File: config.mk
export PLATFORM = sky130hd
export DESIGN_NAME = ulpi_rx_framer
export DESIGN_NICKNAME = d
export VERILOG_FILES = /design/src/rtl/ulpi_rx_framer.sv
export SDC_FILE = /design/constraint.sdc
export NUM_CORES = 1
export LEC_CHECK = 0
export ABC_AREA = 1
export BUFFER_PORTS_ARGS = -buffer_cell sky130_fd_sc_hd__buf_2
export CAP_MARGIN = 20
export CORE_UTILIZATION = 45
export DETAILED_ROUTE_END_ITERATION = 10
export PLACE_DENSITY = 0.62
export SLEW_MARGIN = 25
export SYNTH_ARGS = -nofsm -noshare
export SYNTH_HDL_FRONTEND = slang
export SYNTH_SLANG_ARGS = --single-unit
export TNS_END_PERCENT = 100
File: constraint.sdc
create_clock -name ulpi_clk -period 3.7 [get_ports ulpi_clk]
set_clock_uncertainty 0.05 [all_clocks]
set_input_delay 0.74 -clock ulpi_clk [delete_from_list [all_inputs] [get_ports ulpi_clk]]
set_output_delay 0.74 -clock ulpi_clk [all_outputs]
set_load 0.005 [all_outputs]
File: src/rtl/ulpi_rx_framer.sv
// ULPI receive framer: turns RX CMD activity and received bytes into FIFO entries
// tagged with start/end/error of packet, presented first-word-fall-through.
module ulpi_rx_framer #(
  parameter int DEPTH = 16
) (
  input  logic        ulpi_clk,
  input  logic        sys_reset,
  input  logic [7:0]  sys_data,
  input  logic        sys_data_valid,
  input  logic [7:0]  sys_rx_cmd,
  output logic [7:0]  out_data,
  output logic        out_sop,
  output logic        out_eop,
  output logic        out_err,
  output logic        out_valid,
  input  logic        out_ready,
  output logic [1:0]  line_state,
  output logic        ovf,
  output logic [15:0] pkt_cnt
);

  // state  | meaning
  // IDLE   | no packet in progress; received bytes are ignored
  // ACTIVE | packet in progress; bytes pass through the holding register
  typedef enum logic [0:0] {
    S_IDLE   = 1'b0,
    S_ACTIVE = 1'b1
  } state_t;

  localparam int AW = $clog2(DEPTH);

  state_t      state, state_nxt;
  logic [7:0]  held_byte;
  logic        held_sop;
  logic        held_valid;
  logic        err_flag;

  logic [10:0] mem [DEPTH];
  logic [AW:0] wr_ptr, rd_ptr;
  logic        fifo_empty, fifo_full;
  logic [10:0] head_word;

  logic        rx_active, rx_error;
  logic        wr_req, wr_eop, wr_err;
  logic        hold_load, hold_clear;
  logic        err_set, err_clr, pkt_inc;
  logic        pop, wr_ok, wr_drop;
  logic [10:0] wr_word;
  logic        unused_rx_cmd;

  assign unused_rx_cmd = ^{sys_rx_cmd[7:6], sys_rx_cmd[3:2]};
  assign rx_active = sys_rx_cmd[4];
  assign rx_error  = sys_rx_cmd[5] & sys_rx_cmd[4];

  assign fifo_empty = (wr_ptr == rd_ptr);
  assign fifo_full  = (wr_ptr[AW] != rd_ptr[AW]) && (wr_ptr[AW-1:0] == rd_ptr[AW-1:0]);
  assign pop        = !fifo_empty && out_ready;
  assign wr_ok      = wr_req && (!fifo_full || pop);
  assign wr_drop    = wr_req && fifo_full && !pop;
  assign wr_word    = {wr_err, wr_eop, held_sop, held_byte};

  always_comb begin
    state_nxt  = state;
    wr_req     = 1'b0;
    wr_eop     = 1'b0;
    wr_err     = 1'b0;
    hold_load  = 1'b0;
    hold_clear = 1'b0;
    err_set    = 1'b0;
    err_clr    = 1'b0;
    pkt_inc    = 1'b0;
    case (state)
      S_IDLE: begin
        if (rx_active) begin
          state_nxt = S_ACTIVE;
          err_clr   = 1'b1;
        end
      end
      S_ACTIVE: begin
        if (!rx_active) begin
          state_nxt = S_IDLE;
          // Only now is the held byte known to be the last one of the packet.
          if (held_valid) begin
            wr_req     = 1'b1;
            wr_eop     = 1'b1;
            wr_err     = err_flag;
            hold_clear = 1'b1;
            pkt_inc    = 1'b1;
          end
        end else begin
          err_set = rx_error;
          if (sys_data_valid) begin
            hold_load = 1'b1;
            wr_req    = held_valid;
          end
        end
      end
      default: state_nxt = S_IDLE;
    endcase
  end

  always_ff @(posedge ulpi_clk or posedge sys_reset) begin
    if (sys_reset) begin
      state      <= S_IDLE;
      held_byte  <= '0;
      held_sop   <= 1'b0;
      held_valid <= 1'b0;
      err_flag   <= 1'b0;
      ovf        <= 1'b0;
      pkt_cnt    <= '0;
      line_state <= '0;
      wr_ptr     <= '0;
      rd_ptr     <= '0;
    end else begin
      state      <= state_nxt;
      line_state <= sys_rx_cmd[1:0];
      if (hold_load) begin
        held_byte  <= sys_data;
        held_sop   <= !held_valid;
        held_valid <= 1'b1;
      end else if (hold_clear) begin
        held_valid <= 1'b0;
      end
      if (err_clr)
        err_flag <= 1'b0;
      else if (err_set || wr_drop)
        err_flag <= 1'b1;
      if (wr_drop)
        ovf <= 1'b1;
      if (pkt_inc)
        pkt_cnt <= pkt_cnt + 16'd1;
      if (wr_ok)
        wr_ptr <= wr_ptr + 1'b1;
      if (pop)
        rd_ptr <= rd_ptr + 1'b1;
    end
  end

  always_ff @(posedge ulpi_clk) begin
    if (wr_ok)
      mem[wr_ptr[AW-1:0]] <= wr_word;
  end

  assign head_word = fifo_empty ? 11'd0 : mem[rd_ptr[AW-1:0]];
  assign out_data  = head_word[7:0];
  assign out_sop   = head_word[8];
  assign out_eop   = head_word[9];
  assign out_err   = head_word[10];
  assign out_valid = !fifo_empty;

endmodule

==> Word level (Yosys, flattened, before mapping) <==
Memory sizes are Yosys's and may differ from the RTL's.
Cells that the tools add are included.
{ "op_classes": {"addsub": 3, "mul": 0, "n_div": 0, "n_lt_le_gt_ge": 0, "n_eq_ne": 3, "shift": 0, "muxes": 23, "bitwise": 1, "n_reduce_logical": 13} }
{ "op_table": {"columns": ["op", "count"], "rows": [
  ["two-way mux 1 bit", 22],
  ["adder 16 x 1 -> 16 bit (second input constant)", 1],
  ["two-way mux 11 bit", 1],
  ["adder 5 x 1 -> 5 bit (second input constant)", 2],
  ["== test 5 bit", 1],
  ["logical AND 1 bit", 5],
  ["== test 4 bit", 1],
  ["logical NOT 1 bit", 4],
  ["nonzero test 2 bit", 2],
  ["logical OR 1 bit", 2],
  ["bitwise AND 1 bit", 1],
  ["!= test 1 bit", 1]
]} }
{ "totals": {"ff_bits": 41, "latchBits": 0, "mem_bits_rw": 176, "mem_bits_ro": 0, "in_bits": 20, "out_inout_bits": 31, "elab_cells": 54, "memories": 1} }
{ "mem_list": {"columns": ["memory", "words", "width", "read_ports", "rd_ports_with_merged_regs", "write_ports", "line_no", "text"], "rows": [
  ["mem", 16, 11, 1, 0, 1, "38", "logic [10:0] mem [DEPTH];"]
]} }

==> Longest topological paths before layout <==
Gate-level depths: netlist of run 1.
{ "logic_depth": {"word_depth": 8, "ltp_mapped": 9, "mapped_depth_nobuf": 9} }

==> Least setup slack after synthesis of run 1 <==
No wires, ideal clock.
{ "synth_path": {"path_kind": "input to register", "start": "input sys_data_valid", "end": "memory mem[10][0] (enable)", "setup_time_ns": 0.393, "arrival_time_ns": 2.189, "required_ns": 3.257, "path_slack_ns": 1.068, "path_stages": 5, "path_buffers": 1, "path_cell_list": "inv_1 a21oi_1 nand2_2 buf_6 nor3_1"} }
{ "synth_via": {"elab_chain_cells": 6} }
{ "synth_rtl": {"columns": ["element", "line_no", "text"], "rows": [
  ["from (decl)", "9", "input logic sys_data_valid,"],
  ["two-way mux 1 bit", "92", "if (sys_data_valid) begin"],
  ["two-way mux 1 bit", "80", "if (!rx_active) begin"],
  ["two-way mux 1 bit", "72", "case (state)"],
  ["logical AND 1 bit", "58", "assign wr_ok = wr_req && (!fifo_full || pop);"],
  ["two-way mux 1 bit", "140", "if (wr_ok)"],
  ["two-way mux 1 bit (not written as such)", "141", "mem[wr_ptr[AW-1:0]] <= wr_word;"],
  ["to (decl)", "38", null]
]} }
Every way passes these cells.

==> Worst setup path after layout of run 1 <==
{ "layout_path": {"start": "register rd_ptr[1]", "end": "output out_data[4]"} }
{ "layout_via": {"elab_chain_cells": 2, "elab_cells_between_ends": 3, "classes_between": "1 x eq/ne; 1 x mux; 1 x memory"} }
{ "layout_rtl": {"columns": ["element", "line_no", "text"], "rows": [
  ["from (decl)", "39", "logic [AW:0] wr_ptr, rd_ptr;"],
  ["from (signal assigned)", "135", "rd_ptr <= rd_ptr + 1'b1;"],
  ["memory (16 x 11 bit) / == test 5 bit (equally long branches)", null, null],
  ["two-way mux 11 bit (*)", "144", "assign head_word = fifo_empty ? 11'd0 : mem[rd_ptr[AW-1:0]];"],
  ["to (decl)", "11", "output logic [7:0] out_data,"]
]} }
Mark *: on every way between the ends. The rest lies on a longest branch, timed or not.

==> flow_summary.toml, run 1 <==
[setup_path]
worst_r2r_startpoint = "rd_ptr[3]"
worstPathArrival_ns = 2.59
cp.required_ns = 2.91
reg2regPathDepth = 8
slowest_stage = "inv_2"
worstSetupPathType = "reg2out"
path_cells = "inv_2, buf_4, nand2_1, nand3_1, nand3_1, a21oi_1, buf_2"
worstPathMaxFanout = 31
crit_top_cell = "nand3_1"
rrSetupSlack_ns = 1.31
max_stage_delay_ns = 0.52
cp_num_buf_inv = 3
start_kind = "register"
path_delay_family = "buffers and inverters"
crit_path_end_kind = "output pin"
timing.rr.end = "mem[2][5]"

[clock_tree]
cts_made_buffers = 22
cts_sinks = 217
ctsHoldBuffers = 0
cts_setup_buffers = 0
clk_latency_ns = 0.51
cts_tree = "yes"
cts_resized = 0
cts-htree-levels = 1
cts_root_buf = "clkbuf_16"
cts_buffer_depth = 3
clk_pin_slew_worst_paths_ns = 0.06

[cells_and_area]
fillers = 1924
syn2layout_area_growth_pct = 13.5
nets = 1072
diodes = 0
drive_gt1_share_pct = 11.7

[flow_run]
maxCapViolCount = 0

[routing]
wl_per_cell_um = 16.2
first_pass_iters = 5
wl_met2_um = 10100
num_vias = 6595
ant_nets = 0
wl_met3_um = 983
m1WireLength_um = 9790
dr.max_layer_used = "met4"
drtIter0Drc = 437
totalWireLength_um = 21700
route.detailed.drc = 0
via_per_inst = 4.94

[synth]
synth_seq_cells = 217
synth_area_per_cell_um2 = 9.79
synth-main-ff-cell = "edfxtp_1"
synth-edff-count = 176
synth_top_area_share_pct = 54.5
synthTopCellsByArea = "edfxtp_1, nand2_1, dfrtp_1"
syn_area_um2 = 9700
yosysSeqAreaShare_pct = 65.1
synth_cell_type_count = 26
synth_area_leader_cell = "edfxtp_1"
synth_warnings = 0
syn-num-nets = 1016
async_flop_share_pct = 18.9
netlist_instances = 990

[global_route]
track_usage_pct = 20.4
grt_pass1_wl_um = 34000
grt_max_degree = 93
grt-ovfl-total = 0
grt_pass1_vias = 6196
antenna_found_initial = 0

[timing]
slew_headroom_pct = 52.1
hold_viol_final = 0
rsz0062_at_grt = "false"
tns_ns = 0
hold_slack_ns = 0.281
finalCriticalPeriod_ns = 3.38
setup_viol = 0
fmax_ghz = 0.296
worst_pin_slew_ns = 0.718
finalMaxSlewViolations = 0
period_share_pct = 91.4

[min_path]
whs_endpoint = "line_state[1]"
hold_path_depth = 1
min_from = "sys_rx_cmd[1]"
holdCritPathClass = "in2reg"

[pwr]
finalPower_w = 0.00763
p_leak_nw = 4.91
power_density_nw_per_um2 = 694
ir_worst_vdd_uv = 425

[floorplanning]
die_y_um = 149
initial_utilization_pct = 46.0
die_w_um = 149
rows = 53
ios = 51
core-area_um2 = 21100
die-area_um2 = 22100

[place]
hpwlAfterDp_um = 13000
numPortBuffers = 46
gp_congestion = 0.802

[status]
run_status = "completed"
placed cells by master, fill, tap and decap left out, drive strengths merged, types with 7 or more instances in the layout:
master,instances
a21oi,14
nor3,22
clkinv,12
edfxtp,176
buf,72
clkbuf,26
nor2,18
nand2,374
inv,152
xor2,14
nand4,7
mux2,8
nand3,109
dfrtp,41
kinds of logic (layout without fill, tap and decap cells):
| group | Yosys count | after routing | share of synthesized area [%] |
|---|---|---|---|
| and+or+nand+nor | 531 | 531 | 22.8 |
| DFF | 217 | 217 | 65.1 |
| buffers and inverters | 192 | 263 | 7.87 |
| AOI/OAI and AO/OA | 18 | 18 | 0.929 |
| xor gates and xnor gates | 18 | 18 | 1.63 |
| muxes | 8 | 8 | 0.929 |
| adders and majority gates | 6 | 6 | 0.774 |
sequential cells by signal, indices dropped and copies added, names as in the netlist, 2 cells and up:
| register | count |
|---|---|
| pkt_cnt | 16 |
| wr_ptr | 5 |
| line_state | 2 |
| rd_ptr | 5 |
| mem | 176 |
| held_byte | 8 |
per-layer routing:
layer / track usage, % / up-vias
met5: 0 / -
met4: 8.32 / 0
met1: 28.3 / 3130
met3: 2.42 / 36
li1: - / 3277
met2: 32.8 / 152
cell type report:
class	count	area (um^2)	share of cell area [%]
tap	275	344	3.13
multi-input combinational	581	2650	24.1
timing repair buffer	72	450	4.09
clock inverter	13	83.8	0.762
inverter	152	571	5.19
sequential	217	6310	57.4
clock buffer	26	587	5.33
Yosys cell counts, types with 3 or more instances:
| cell | instances |
|---|---|
| a21oi_1 | 14 |
| buf_2 | 16 |
| clkbuf_1 | 19 |
| dfrtp_1 | 41 |
| edfxtp_1 | 176 |
| ha_1 | 6 |
| inv_1 | 144 |
| inv_2 | 8 |
| mux2_1 | 8 |
| nand2_1 | 373 |
| nand3_1 | 107 |
| nand4_1 | 7 |
| nor2_1 | 15 |
| nor2_2 | 3 |
| nor3_1 | 20 |
| o21ai_1 | 3 |
| xnor2_1 | 4 |
| xor2_1 | 14 |
through the flow:
step / area, um^2 / setup slack [ns] / utilization (%) / std cells
global placement: 10300 / 0.866 / 49.0 / 1297
floorplan: 9700 / 1.07 / - / 990
detailed placement: 10300 / 0.874 / 49.0 / 1297
CTS: 11000 / 0.334 / 52.2 / 1336
finish: 11000 / 0.319 / 52.2 / 1336
global route: 11000 / 0.172 / 52.2 / 1336
worst max path at each step:
stage	from	slack [ns]	end	depth (start not counted)
detailed placement	rd_ptr[1]	0.87	out_data[4]	7
global route	rd_ptr[1]	0.17	out_data[4]	7
finish	rd_ptr[1]	0.32	out_data[4]	7
CTS	rd_ptr[1]	0.33	out_data[4]	7
floorplan	sys_data_valid	1.07	mem[10][0]	5
global placement	rd_ptr[1]	0.87	out_data[4]	7
power breakdown:
part           leakage, nW  switching (W)  internal, W
Sequential            2.11       0.000281      0.00291
Combinational         2.47        0.00160     0.000765
Clock                0.330       0.000887      0.00120
Total                 4.91        0.00276      0.00487
Power figures use the tool's default switching activity.
==> run 2: changes to the inputs <==
BUFFER_PORTS_ARGS = -buffer_cell sky130_fd_sc_hd__buf_4   (was -buffer_cell sky130_fd_sc_hd__buf_2)
==> run 2 against run 1 <==
Effect of this change:
- sequential power about the same
- total power up 2.3%
- highest routed layer unchanged
- largest cell class unchanged
- non-clock buffer count up 1
- hold slack better by 0.0085 ns
- wire length down 0.67%
- sequential share of layout area down 0.73 points
- utilization up 0.68 points
- flip-flop and latch count unchanged
==> flow_summary.toml, run 2 (synthesis results as in run 1) <==
[clock_tree]
clk_latency_ns = 0.50
ctsHoldBuffers = 0
cts_made_buffers = 22
cts_root_buf = "clkbuf_16"
cts-htree-levels = 1
cts_resized = 0
clk_pin_slew_worst_paths_ns = 0.06
cts_setup_buffers = 0
cts_buffer_depth = 3
cts_tree = "yes"
cts_sinks = 217

[setup_path]
path_delay_family = "buffers and inverters"
worstSetupPathType = "reg2out"
crit_top_cell = "nand2_1"
worstPathArrival_ns = 2.53
worst_r2r_startpoint = "rd_ptr[3]"
crit_path_end_kind = "output pin"
path_cells = "inv_2, buf_12, nand2_1, nand2_1, nand2_1, nand3_1, nand3_1, a21oi_1, buf_4"
timing.rr.end = "mem[14][5]"
cp_num_buf_inv = 3
slowest_stage = "dfrtp_2"
reg2regPathDepth = 8
worstPathMaxFanout = 48
start_kind = "register"
max_stage_delay_ns = 0.44
cp.required_ns = 2.91
rrSetupSlack_ns = 1.32

[flow_run]
maxCapViolCount = 0

[cells_and_area]
final_common_cell = "nand2_1"
nets = 1073
syn2layout_area_growth_pct = 14.9
final_cell_mix = "nand2_1, edfxtp_1, inv_1, nand3_1, buf_4"
drive_gt1_share_pct = 11.7
diodes = 0
instances_no_fill = 1337
fillers = 1911
largest_register_ffs = 176

[global_route]
track_usage_pct = 20.5
grt_pass1_vias = 6321
grt-ovfl-total = 0
grt_max_degree = 93
antenna_found_initial = 0
grt_pass1_wl_um = 34400

[min_path]
holdCritPathClass = "in2reg"
hold_path_depth = 1
min_from = "sys_rx_cmd[0]"
whs_endpoint = "line_state[0]"

[floorplanning]
die-area_um2 = 22100
ios = 51
core-area_um2 = 21100
rows = 53
die_y_um = 149
initial_utilization_pct = 46.0
die_w_um = 149

[timing]
hold_viol_final = 0
setup_viol = 0
worst_pin_slew_ns = 0.736
finalCriticalPeriod_ns = 3.32
finalMaxSlewViolations = 0
rsz0062_at_grt = "false"
slew_headroom_pct = 51.0
period_share_pct = 89.6
hold_slack_ns = 0.290
fmax_ghz = 0.301
tns_ns = 0

[place]
dpl.cell_count = 1298
gp_congestion = 0.831
hpwlAfterDp_um = 13000
numPortBuffers = 46

[routing]
route.detailed.drc = 0
ant_nets = 0
totalWireLength_um = 21500
first_pass_iters = 5
via_per_inst = 4.91
num_vias = 6561
wl_per_cell_um = 16.1
drtIter0Drc = 447

[pwr]
ir_worst_vdd_uv = 443
p_leak_nw = 4.94
power_density_nw_per_um2 = 701

[status]
run_status = "completed"
[run 2: layer usage]
metal	track usage [%]	part of all wire (%)
met5	0	0
met3	2.54	5.0
met1	28.7	45
met2	33.5	48
met4	6.68	2.5
[run 2: power by group]
part           internal (W)  total, W  switching (W)
registers           0.00291   0.00317       0.000259
logic              0.000874   0.00250        0.00162
clock network       0.00128   0.00214       0.000868
[run 2: final cells by class]
cell class,instances,area [um^2],area share [%]
Sequential cell,217,6310,56.7
Clock inverter,8,85.1,0.764
Inverter,152,571,5.12
Timing Repair Buffer,73,573,5.14
Multi-Input combinational cell,581,2650,23.8
Clock buffer,31,606,5.43
Tap cell,275,344,3.09
[run 2: how the worst max path moves through the flow]
stage	from	endpoint	slack [ns]	cells after the start
global route	rd_ptr[0]	out_data[4]	0.20	9
CTS	rd_ptr[0]	out_data[4]	0.38	9
global placement	rd_ptr[0]	out_data[4]	0.93	9
finish	rd_ptr[0]	out_data[4]	0.38	9
detailed placement	rd_ptr[0]	out_data[4]	0.92	9
floorplan	sys_data_valid	mem[10][0]	1.07	5
[run 2: stage by stage]
step	util [%]	setup WS (ns)	area (um^2)	total power, W
finish	52.8	0.383	11100	0.00781
global placement	49.6	0.933	10500	0.00568
global route	52.8	0.203	11100	0.00830
floorplan	-	1.07	9700	0.00472
CTS	52.8	0.377	11100	0.00787
detailed placement	49.6	0.922	10500	0.00572
==> run 3: changes to the inputs <==
PLACE_DENSITY = 0.71   (was 0.62)
==> run 3 against run 2 <==
Effect of this change:
- flip-flop and latch count stayed put
- clock-buffer cell count is 3 higher
- global-route usage is 0.45 points lower
- via count is 2.4% higher
- fmax is 2.7% higher
- total power is 0.40% higher
- wire length is 0.69% lower
==> flow_summary.toml, run 3 (synthesis results as in run 1) <==
[status]
run_status = "completed"

[timing]
slew_headroom_pct = 48.6
fmax_ghz = 0.310
finalMaxSlewViolations = 0
period_share_pct = 87.3
finalCriticalPeriod_ns = 3.23
tns_ns = 0
hold_viol_final = 0
worst_pin_slew_ns = 0.771
setup_viol = 0
rsz0062_at_grt = "false"

[routing]
totalWireLength_um = 21400
ant_nets = 0
first_pass_iters = 5
route.detailed.drc = 0
wl_per_cell_um = 16.0
via_per_inst = 5.02
drtIter0Drc = 481
num_vias = 6721

[clock_tree]
cts_setup_buffers = 0
cts-htree-levels = 1
cts_buffer_depth = 3
cts_root_buf = "clkbuf_16"
cts_sinks = 217
clk_pin_slew_worst_paths_ns = 0.06
cts_made_buffers = 23
cts_resized = 0
cts_tree = "yes"
ctsHoldBuffers = 0
clk_latency_ns = 0.50

[setup_path]
worstSetupPathType = "reg2out"
worstPathArrival_ns = 2.44
crit_path_end_kind = "output pin"
start_kind = "register"
worstPathMaxFanout = 23
cp.required_ns = 2.91

[place]
numPortBuffers = 46
dpl.cell_count = 1298
gp_congestion = 0.828
hpwlAfterDp_um = 12900
placed_area_um2 = 10400

[global_route]
antenna_found_initial = 0
grt_pass1_wl_um = 34000
grt_max_degree = 93
grt_pass1_vias = 6382
track_usage_pct = 20.1
grt-ovfl-total = 0

[pwr]
p_leak_nw = 4.97
power_density_nw_per_um2 = 702
ir_worst_vdd_uv = 410

[cells_and_area]
stdcell_area_um2 = 11200
diodes = 0
nets = 1074
drive_gt1_share_pct = 11.6
syn2layout_area_growth_pct = 15.1
instances_no_fill = 1339
fillers = 1846
final_common_cell = "nand2_1"
largest_register_ffs = 176
final_cell_mix = "nand2_1, edfxtp_1, inv_1, nand3_1, buf_4"

[min_path]
holdCritPathClass = "in2async"

[floorplanning]
die-area_um2 = 22100
die_w_um = 149
initial_utilization_pct = 46.0
die_y_um = 149
ios = 51
rows = 53
core-area_um2 = 21100

[flow_run]
maxCapViolCount = 0
run 3: changes by cell type in the layout (fill, tap and decap cells not counted), moves of 3 or more:
cell      before  now
clkbuf_1       8    5
clkbuf_8       0    4
nor3_1        14   20
nor3_2         8    2
run 3: report_power, final:
part | switching, W | internal, W | total, W
Sequential | 0.000255 | 0.00291 | 0.00316
Clock | 0.000885 | 0.00134 | 0.00223
Combinational | 0.00158 | 0.000868 | 0.00245
Total | 0.00272 | 0.00512 | 0.00784
run 3: per-layer routing:
metal  wire (um)  up-vias  track usage (%)
li1            -     3292                -
met1        9390     3183             28.3
met2        9850      211             31.7
met3        1530       35             3.27
met4         609        0             6.73
met5           0        -                0
run 3: layout make-up:
| class | instances | area (um^2) | share of cell area (%) |
|---|---|---|---|
| clock buffers | 34 | 682 | 6.11 |
| repair buffers | 73 | 573 | 5.13 |
| well taps | 275 | 344 | 3.08 |
| multi-input cells | 581 | 2620 | 23.5 |
| inverters | 152 | 571 | 5.11 |
| clock inverters | 7 | 60.1 | 0.538 |
| flip-flops and latches | 217 | 6310 | 56.5 |
run 3: path summary, 6_finish.rpt:
path,startpoint,to,slack (ns),cells past startpoint
max reg2reg,rd_ptr[3],mem[1][8],1.28,8
max in group asynchronous,sys_reset,rd_ptr[0],2.91,3
min reg2reg,ovf,ovf,0.42,2
max,rd_ptr[1],out_data[7],0.47,7
min,sys_reset,pkt_cnt[8],0.31,3
min in group ulpi_clk,sys_rx_cmd[0],line_state[0],0.31,1
run 3: per-stage QoR:
step,hold slack (ns),utilization (%),total power (W),setup slack [ns]
after floorplan,0.408,-,0.00472,1.07
after global placement,0.405,49.4,0.00559,0.972
after detailed placement,0.414,49.4,0.00566,1.00
after CTS,0.289,52.9,0.00788,0.454
after global routing,0.282,52.9,0.00830,0.344
final,0.305,52.9,0.00784,0.472
run 3: worst max-delay path, stage by stage (launching register included):
cell,delay [ns]
dfrtp_1,0.46
inv_2,0.42
buf_4,0.38
nand2_1,0.09
nand3_1,0.13
nand3_1,0.12
a21oi_1,0.20
buf_4,0.14
